$ cat config.mk
export PLATFORM = sky130hd
export DESIGN_NAME = reg_port_arbiter
export DESIGN_NICKNAME = d
export VERILOG_FILES = /design/src/rtl/reg_port_arbiter.sv
export SDC_FILE = /design/constraint.sdc
export NUM_CORES = 1
export LEC_CHECK = 0
export CAP_MARGIN = 10
export CORE_MARGIN = 2
export CORE_UTILIZATION = 44
export DETAILED_ROUTE_END_ITERATION = 10
export MAX_ROUTING_LAYER = met4
export PLACE_DENSITY = 0.86
export SYNTH_ARGS = -nofsm -noshare
export SYNTH_HDL_FRONTEND = slang
export SYNTH_SLANG_ARGS = --single-unit
export TNS_END_PERCENT = 1
$ cat constraint.sdc
create_clock -name clk -period 3.05 [get_ports clk]
set_input_delay 0.305 -clock clk [delete_from_list [all_inputs] [get_ports clk]]
set_output_delay 0.305 -clock clk [all_outputs]
set_load 0.005 [all_outputs]
$ cat src/rtl/reg_port_arbiter.sv
// Round-robin arbiter sharing one register-interface port among NREQ requesters,
// with req/gnt/ack handshake, owner lock for atomic RMW and a bounded lock hold time.
module reg_port_arbiter #(
    parameter int NREQ     = 3,
    parameter int AW       = 8,
    parameter int DW       = 8,
    parameter int LOCK_MAX = 8
) (
    input  logic                 clk,
    input  logic                 reset,
    input  logic [NREQ-1:0]      ir_req,
    input  logic [NREQ-1:0]      ir_wr,
    input  logic [NREQ-1:0]      ir_lock,
    input  logic [NREQ*AW-1:0]   ir_addr,
    input  logic [NREQ*DW-1:0]   ir_wdata,
    output logic [NREQ-1:0]      ow_gnt,
    output logic [NREQ-1:0]      ow_ack,
    output logic [DW-1:0]        ow_rdata,
    output logic [AW-1:0]        ow_reg_address,
    output logic [DW-1:0]        ow_reg_in_data,
    output logic                 ow_reg_enb,
    input  logic [DW-1:0]        ir_reg_out_data,
    output logic                 ow_lock_err
);

    localparam int OW = (NREQ > 1) ? $clog2(NREQ) : 1;
    localparam int CW = (LOCK_MAX > 1) ? $clog2(LOCK_MAX) : 1;

    typedef enum logic [1:0] {IDLE, ACCESS, ACK, HOLD} state_t;

    state_t        state;
    logic [OW-1:0] owner;
    logic [OW-1:0] last;
    logic [CW-1:0] cnt;
    logic [OW-1:0] pick;
    logic [OW-1:0] cand;
    logic          found;

    // First requester found when searching last+1, last+2, ... modulo NREQ.
    always_comb begin
        pick  = last;
        cand  = '0;
        found = 1'b0;
        for (int unsigned i = 1; i <= NREQ; i++) begin
            cand = OW'((32'(last) + i) % NREQ);
            if (!found && ir_req[cand]) begin
                found = 1'b1;
                pick  = cand;
            end
        end
    end

    always_ff @(posedge clk or negedge reset) begin
        if (!reset) begin
            state          <= IDLE;
            owner          <= '0;
            last           <= OW'(NREQ - 1);
            cnt            <= '0;
            ow_gnt         <= '0;
            ow_ack         <= '0;
            ow_rdata       <= '0;
            ow_reg_address <= '0;
            ow_reg_in_data <= '0;
            ow_reg_enb     <= 1'b0;
            ow_lock_err    <= 1'b0;
        end else begin
            ow_ack     <= '0;
            ow_reg_enb <= 1'b0;
            unique case (state)
                IDLE: begin
                    if (|ir_req) begin
                        owner          <= pick;
                        last           <= pick;
                        ow_gnt         <= NREQ'(1) << pick;
                        ow_reg_address <= ir_addr[pick*AW +: AW];
                        ow_reg_in_data <= ir_wdata[pick*DW +: DW];
                        ow_reg_enb     <= ir_wr[pick];
                        state          <= ACCESS;
                    end
                end
                ACCESS: begin
                    // Sampled on the same edge the write commits, so writes return the old value.
                    ow_rdata <= ir_reg_out_data;
                    ow_ack   <= NREQ'(1) << owner;
                    state    <= ACK;
                end
                ACK: begin
                    if (ir_lock[owner]) begin
                        cnt   <= '0;
                        state <= HOLD;
                    end else begin
                        ow_gnt <= '0;
                        state  <= IDLE;
                    end
                end
                HOLD: begin
                    if (ir_req[owner]) begin
                        ow_reg_address <= ir_addr[owner*AW +: AW];
                        ow_reg_in_data <= ir_wdata[owner*DW +: DW];
                        ow_reg_enb     <= ir_wr[owner];
                        state          <= ACCESS;
                    end else if (!ir_lock[owner]) begin
                        ow_gnt <= '0;
                        state  <= IDLE;
                    end else if (cnt == CW'(LOCK_MAX - 1)) begin
                        ow_gnt      <= '0;
                        ow_lock_err <= 1'b1;
                        state       <= IDLE;
                    end else begin
                        cnt <= cnt + 1'b1;
                    end
                end
                default: state <= IDLE;
            endcase
        end
    end

endmodule
==> out/qor.csv, run 1 <==
metric,value,unit
status,completed,
core_area,5570,sq um
drtPass1Iterations,4,
area_growth,43.2,%
stdcell_count,412,
clockBufferDepth,2,
die_y,80.3,um
synth_edf_count,0,
numCtsBuffers,5,
tightestPinTransition,0.905,ns
worstPathCellList,"buf_4, ha_1, mux2i_1, o21ai_1, o32ai_1, o21bai_2, buf_12, mux2i_1, o221ai_1",
wire_per_inst,16.1,um
ys_ff_latch,40,
worst_hold_slack,0.124,ns
nets,417,
grt_remaining_overflow,0,
finClkSkew,0.0112,ns
insertion_delay,0.30,ns
htree_levels,2,
p_total,3.87,mW
ys_seq_area_frac,0.391,
synth_top_cells_by_area,"dfrtp_1 (38%), mux2i_1 (9.0%), o221ai_2 (7.0%)",
p_leak,1.65,nW
die_area,6450,sq um
ir_drop,0.519,mV
r2r_slack,0.19,ns
cap_violations,0,
drive_above_1_share,0.132,
synth_top_cell_area_share,0.381,
clk_pin_slew,0.09,ns
std_cell_rows,27,
hp-class,input port to async pin,
cts_tree,done,
clock_tree.root_cell,clkbuf_8,
yosys_warnings,0,
place_congestion,0.907,
crit_path_end_kind,flop,
worstPathArrival,3.01,ns
async_reset_ff_frac,1.00,
synthTopCellsByCount,"dfrtp_1 (39), nand2_1 (27), inv_1 (24), mux2i_1 (23), o221ai_2 (12)",
drv_slew,0,
die_w,80.3,um
hold_violations,0,
grt_max_degree,41,
synth_ff_type,dfrtp_1,
antenna_found_initial,0,
worstPathMaxFanout,13,
vias,2266,
cts_sinks,40,
dpl.cell_count,404,
postRouteAntennaNets,0,
wl,6.64,mm
crit_path_frequent_cell,mux2i_1,
critPathSlowestCell,mux2i_1,
initial_core_util,0.460,
ys_types,53,
postCtsHoldBufs,0,
grt_pass1_wl,10.3,mm
avgSynthCellArea,10.5,sq um
synth_largest_area_cell,dfrtp_1,
io_pins,99,
critPathLaunchType,flop,
slowest_delay,0.39,ns
worstSetupPathType,flop to flop,
synth_cells,245,
hpwl,5.08,mm
fin_crit_sh,0.937,
synth_most_common_cell,dfrtp_1,
place.port_buffers,98,
finalSetupViolCount,0,
finalSetupTns,0,ns
fmax,350,MHz
r2r_cells,9,
synthesis.area,2560,sq um
drt_first_iter_violations,83,
slew_headroom,0.397,
required,3.20,ns
powerDensity,1050,nW/um^2
grt_pass1_vias,2133,
grtUsageTotal,0.207,
routed_via_density,5.50,
min_period,2.86,ns
post-route-drc-count,0,
num_antenna_cells,0,
syn_nets,323,
rsz0062_at_grt,false,
## stage by stage
stage / util / worst slack, ns / cell area (sq um)
after global routing: 0.659 / 0.0293 / 3670
after CTS: 0.659 / 0.174 / 3670
final: 0.659 / 0.193 / 3670
after global placement: 0.638 / 0.274 / 3560
after detailed placement: 0.638 / 0.161 / 3560
after floorplan: - / 0.536 / 2560
## routing by layer
layer / share of wire / track usage
met1: 0.43 / 0.254
met2: 0.49 / 0.358
met3: 0.078 / 0.0438
met4: 0.0057 / 0.0356
met5: 0 / -
## worst paths after layout
kind | from | to
worst max-delay path | owner[0] | ow_reg_address[6]
worst min-delay path | reset | ow_lock_err
worst max register to register | owner[0] | ow_reg_address[6]
worst min register to register | ow_lock_err | ow_lock_err
max in group asynchronous | reset | ow_reg_in_data[0]
min in group clk | ow_lock_err | ow_lock_err
## state kept, by name, indices dropped and copies added (netlist names)
signal,flops
ow_rdata,8
ow_reg_address,8
ow_reg_in_data,8
cnt,3
ow_ack,3
ow_gnt,3
owner,2
state,2
last,1
ow_lock_err,1
ow_reg_enb,1
## where the power goes
part | internal, mW | switching [mW]
Clock | 0.247 | 0.208
Combinational | 1.25 | 1.23
Sequential | 0.786 | 0.144
## cells by family (layout without fill, tap and decap cells)
family / count (synthesis) / after routing / share of synthesized area
AOI/OAI and AO/OA: 57 / 57 / 0.204
adders and majority gates: 11 / 11 / 0.0537
and+or+nand+nor: 65 / 65 / 0.135
DFF: 40 / 40 / 0.391
buffers and inverters: 39 / 134 / 0.0820
muxes: 33 / 33 / 0.134
## layout make-up
type,instances,area (sq um)
Inverter,24,90.1
Timing Repair Buffer,102,1020
Fill cell,451,1900
Sequential cell,40,1000
Multi-Input combinational cell,166,1360
Clock buffer,5,68.8
Tap cell,72,90.1
Clock inverter,3,46.3
## placed cells by master (no fill, tap or decap), types with 5 or more instances in the layout
cell and count:
clkbuf_8 5, clkdlybuf4s50_1 97, dfrtp_1 39, ha_1 11, inv_1 24, mux2_2 10
mux2i_1 23, nand2_1 27, nor2_1 9, o21ai_0 5, o221ai_1 5, o221ai_2 12
## critical path: cells and delay by family (launching register included)
family	cells	cell delay (ns)
fa+ha+maj	1	0.32
mux	2	0.64
compound gates	4	0.93
flops	1	0.37
buf+inv	2	0.43
## repair_timing
| item | in CTS | in global routing |
|---|---|---|
| gates resized for setup | 0 | 1 |
| buffers inserted | 0 | 0 |
| endpoints found under the setup margin | 0 | 5 |
(Power assumes the default switching activity.)
==> run 2, diff against run 1 <==
Settings changed: SKIP_CTS_REPAIR_TIMING from default to 1.
==> results of run 2 <==
The final DEF is identical to that of run 1; final timing and power are the same.
==> run 3, diff against run 2 <==
Settings changed: CAP_MARGIN 10 to default, MAX_ROUTING_LAYER met4 to default.
==> out/qor.csv, run 3 (synthesized netlist as in run 1, its figures left out) <==
metric,value,unit,change
status,completed,,
layout_common_cells,"clkdlybuf4s50_1 (97), dfrtp_1 (39), nand2_1 (27)",,
switching_share,0.416,,+0.00784
htree_levels,2,,unchanged
finalSetupTns,0,ns,unchanged
grt_pass1_vias,2307,,+8.2%
nets,417,,unchanged
num_antenna_cells,0,,unchanged
drive_above_1_share,0.130,,-0.00256
die_y,80.3,um,unchanged
fillers,449,,-0.44%
largestRegisters,"ow_rdata x8, ow_reg_address x8, ow_reg_in_data x8",,
clk_pin_slew,0.08,ns,about the same
worstReg2RegStart,last[1],,
tightestPinTransition,0.875,ns,-0.0298 ns
cts_tree,done,,
utilization,0.653,,-0.00606
crit_start,last[1],,
crit_path_end_kind,flop,,
drv_slew,0,,unchanged
fmax,358,MHz,+2.3%
critPathLaunchType,flop,,
slew_headroom,0.417,,+0.0199
insertion_delay,0.29,ns,about the same
final_common_cell,clkdlybuf4s50_1,,
cap_violations,0,,unchanged
clockBufferDepth,2,,unchanged
post-route-drc-count,0,,unchanged
powerDensity,1030,nW/um^2,-1.8%
p_leak,1.64,nW,-0.89%
p_seq_frac,0.247,,+0.006
fin_crit_sh,0.916,,-0.0206
crit_path_frequent_cell,mux2i_1,,
core_area,5570,sq um,unchanged
cts_sinks,40,,unchanged
die_w,80.3,um,unchanged
p_total,3.76,mW,-2.7%
grt_remaining_overflow,0,,unchanged
finalInstanceArea,3640,sq um,-0.92%
hp-class,input port to async pin,,
grtUsageTotal,0.209,,+0.00162
worstPathCellList,"ha_1, mux2i_1, o21ai_4, o32ai_1, o21bai_2, buf_12, mux2i_1, o221ai_2",,
crit_buf_inv,1,,-1
rsz0062_at_grt,false,,
slowest_delay,0.56,ns,+0.17 ns
required,3.21,ns,about the same
place.port_buffers,98,,unchanged
hold_violations,0,,unchanged
finalSetupViolCount,0,,unchanged
drt_first_iter_violations,63,,-24%
clock_tree.root_cell,clkbuf_8,,
seq_area,1000,sq um,unchanged
io_pins,99,,unchanged
antenna_found_initial,0,,unchanged
drtPass1Iterations,4,,unchanged
pwr-share-clk,0.090,,-0.028
die_area,6450,sq um,unchanged
area_growth,41.9,%,
multi_input_area,1360,sq um,unchanged
critPathSlowestCell,dfstp_2,,
std_cell_rows,27,,unchanged
placed_cell_area,3560,sq um,unchanged
grt_pass1_wl,10.6,mm,+3.6%
wl,6.62,mm,-0.32%
routed_via_density,5.49,,-0.20%
grt_max_degree,41,,unchanged
worstPathArrival,2.95,ns,-0.06 ns
min_period,2.79,ns,-0.0629 ns
switchingPower,1.57,mW,-0.83%
finClkSkew,0.00402,ns,-0.00716 ns
vias,2256,,-0.44%
postRouteAntennaNets,0,,unchanged
wire_per_inst,16.1,um,about the same
initial_core_util,0.460,,unchanged
pwr-share-comb,0.663,,+0.021
intPower,2.20,mW,-4.0%
ir_drop,0.589,mV,+13%
hpwl,5.12,mm,+0.72%
worstPathMaxFanout,13,,unchanged
worstSetupPathType,flop to flop,,
critPathTopFamily,compound AO/OA/AOI/OAI gates,,
numCtsBuffers,5,,unchanged
place_congestion,0.888,,-2.1%
run 3: cell types whose count changed in the layout (fill, tap and decap cells not counted):
cell | previous run | this run
bufinv_16 | 1 | 0
clkinv_2 | 0 | 1
inv_6 | 1 | 0
run 3: path summary, 6_finish.rpt:
kind	end	slack [ns]	cells after the start
worst max-delay path	ow_reg_in_data[5]	0.26	8
max in group asynchronous	ow_reg_address[1]	2.37	1
min in group clk	ow_reg_address[2]	0.49	2
worst max register to register	ow_reg_in_data[5]	0.26	8
worst min register to register	ow_reg_address[2]	0.49	2
worst min-delay path	ow_gnt[1]	0.13	1
run 3: power by group through the flow:
stage / sequential [mW] / clock (mW) / combinational (mW)
detailed placement: 0.942 / 0 / 2.49
floorplan: 0.928 / 0 / 1.75
finish: 0.930 / 0.339 / 2.49
CTS: 0.930 / 0.355 / 2.50
global placement: 0.926 / 0 / 2.42
global route: 0.960 / 0.383 / 2.69
run 3: per-layer routing:
| metal | track usage | vias to the layer above | part of all wire |
|---|---|---|---|
| met5 | 0 | - | 0 |
| met4 | 0.0542 | 0 | 0.0086 |
| met3 | 0.0573 | 8 | 0.090 |
| met2 | 0.358 | 99 | 0.48 |
| met1 | 0.259 | 1074 | 0.42 |
| li1 | - | 1075 | - |
run 3: area by class of cell:
class / instances / share of cell area
clock buffers: 5 / 0.0189
multi-input cells: 166 / 0.373
clock inverters: 2 / 0.00344
inverters: 24 / 0.0248
repair buffers: 102 / 0.280
flip-flops and latches: 40 / 0.276
well taps: 72 / 0.0248
run 3: metrics by stage:
stage	hold WS, ns	cells	setup WS, ns
after global placement	0.468	404	0.274
final	0.130	411	0.256
after detailed placement	0.463	404	0.141
after CTS	0.160	411	0.133
after floorplan	0.00941	245	0.536
after global routing	0.199	411	0.133
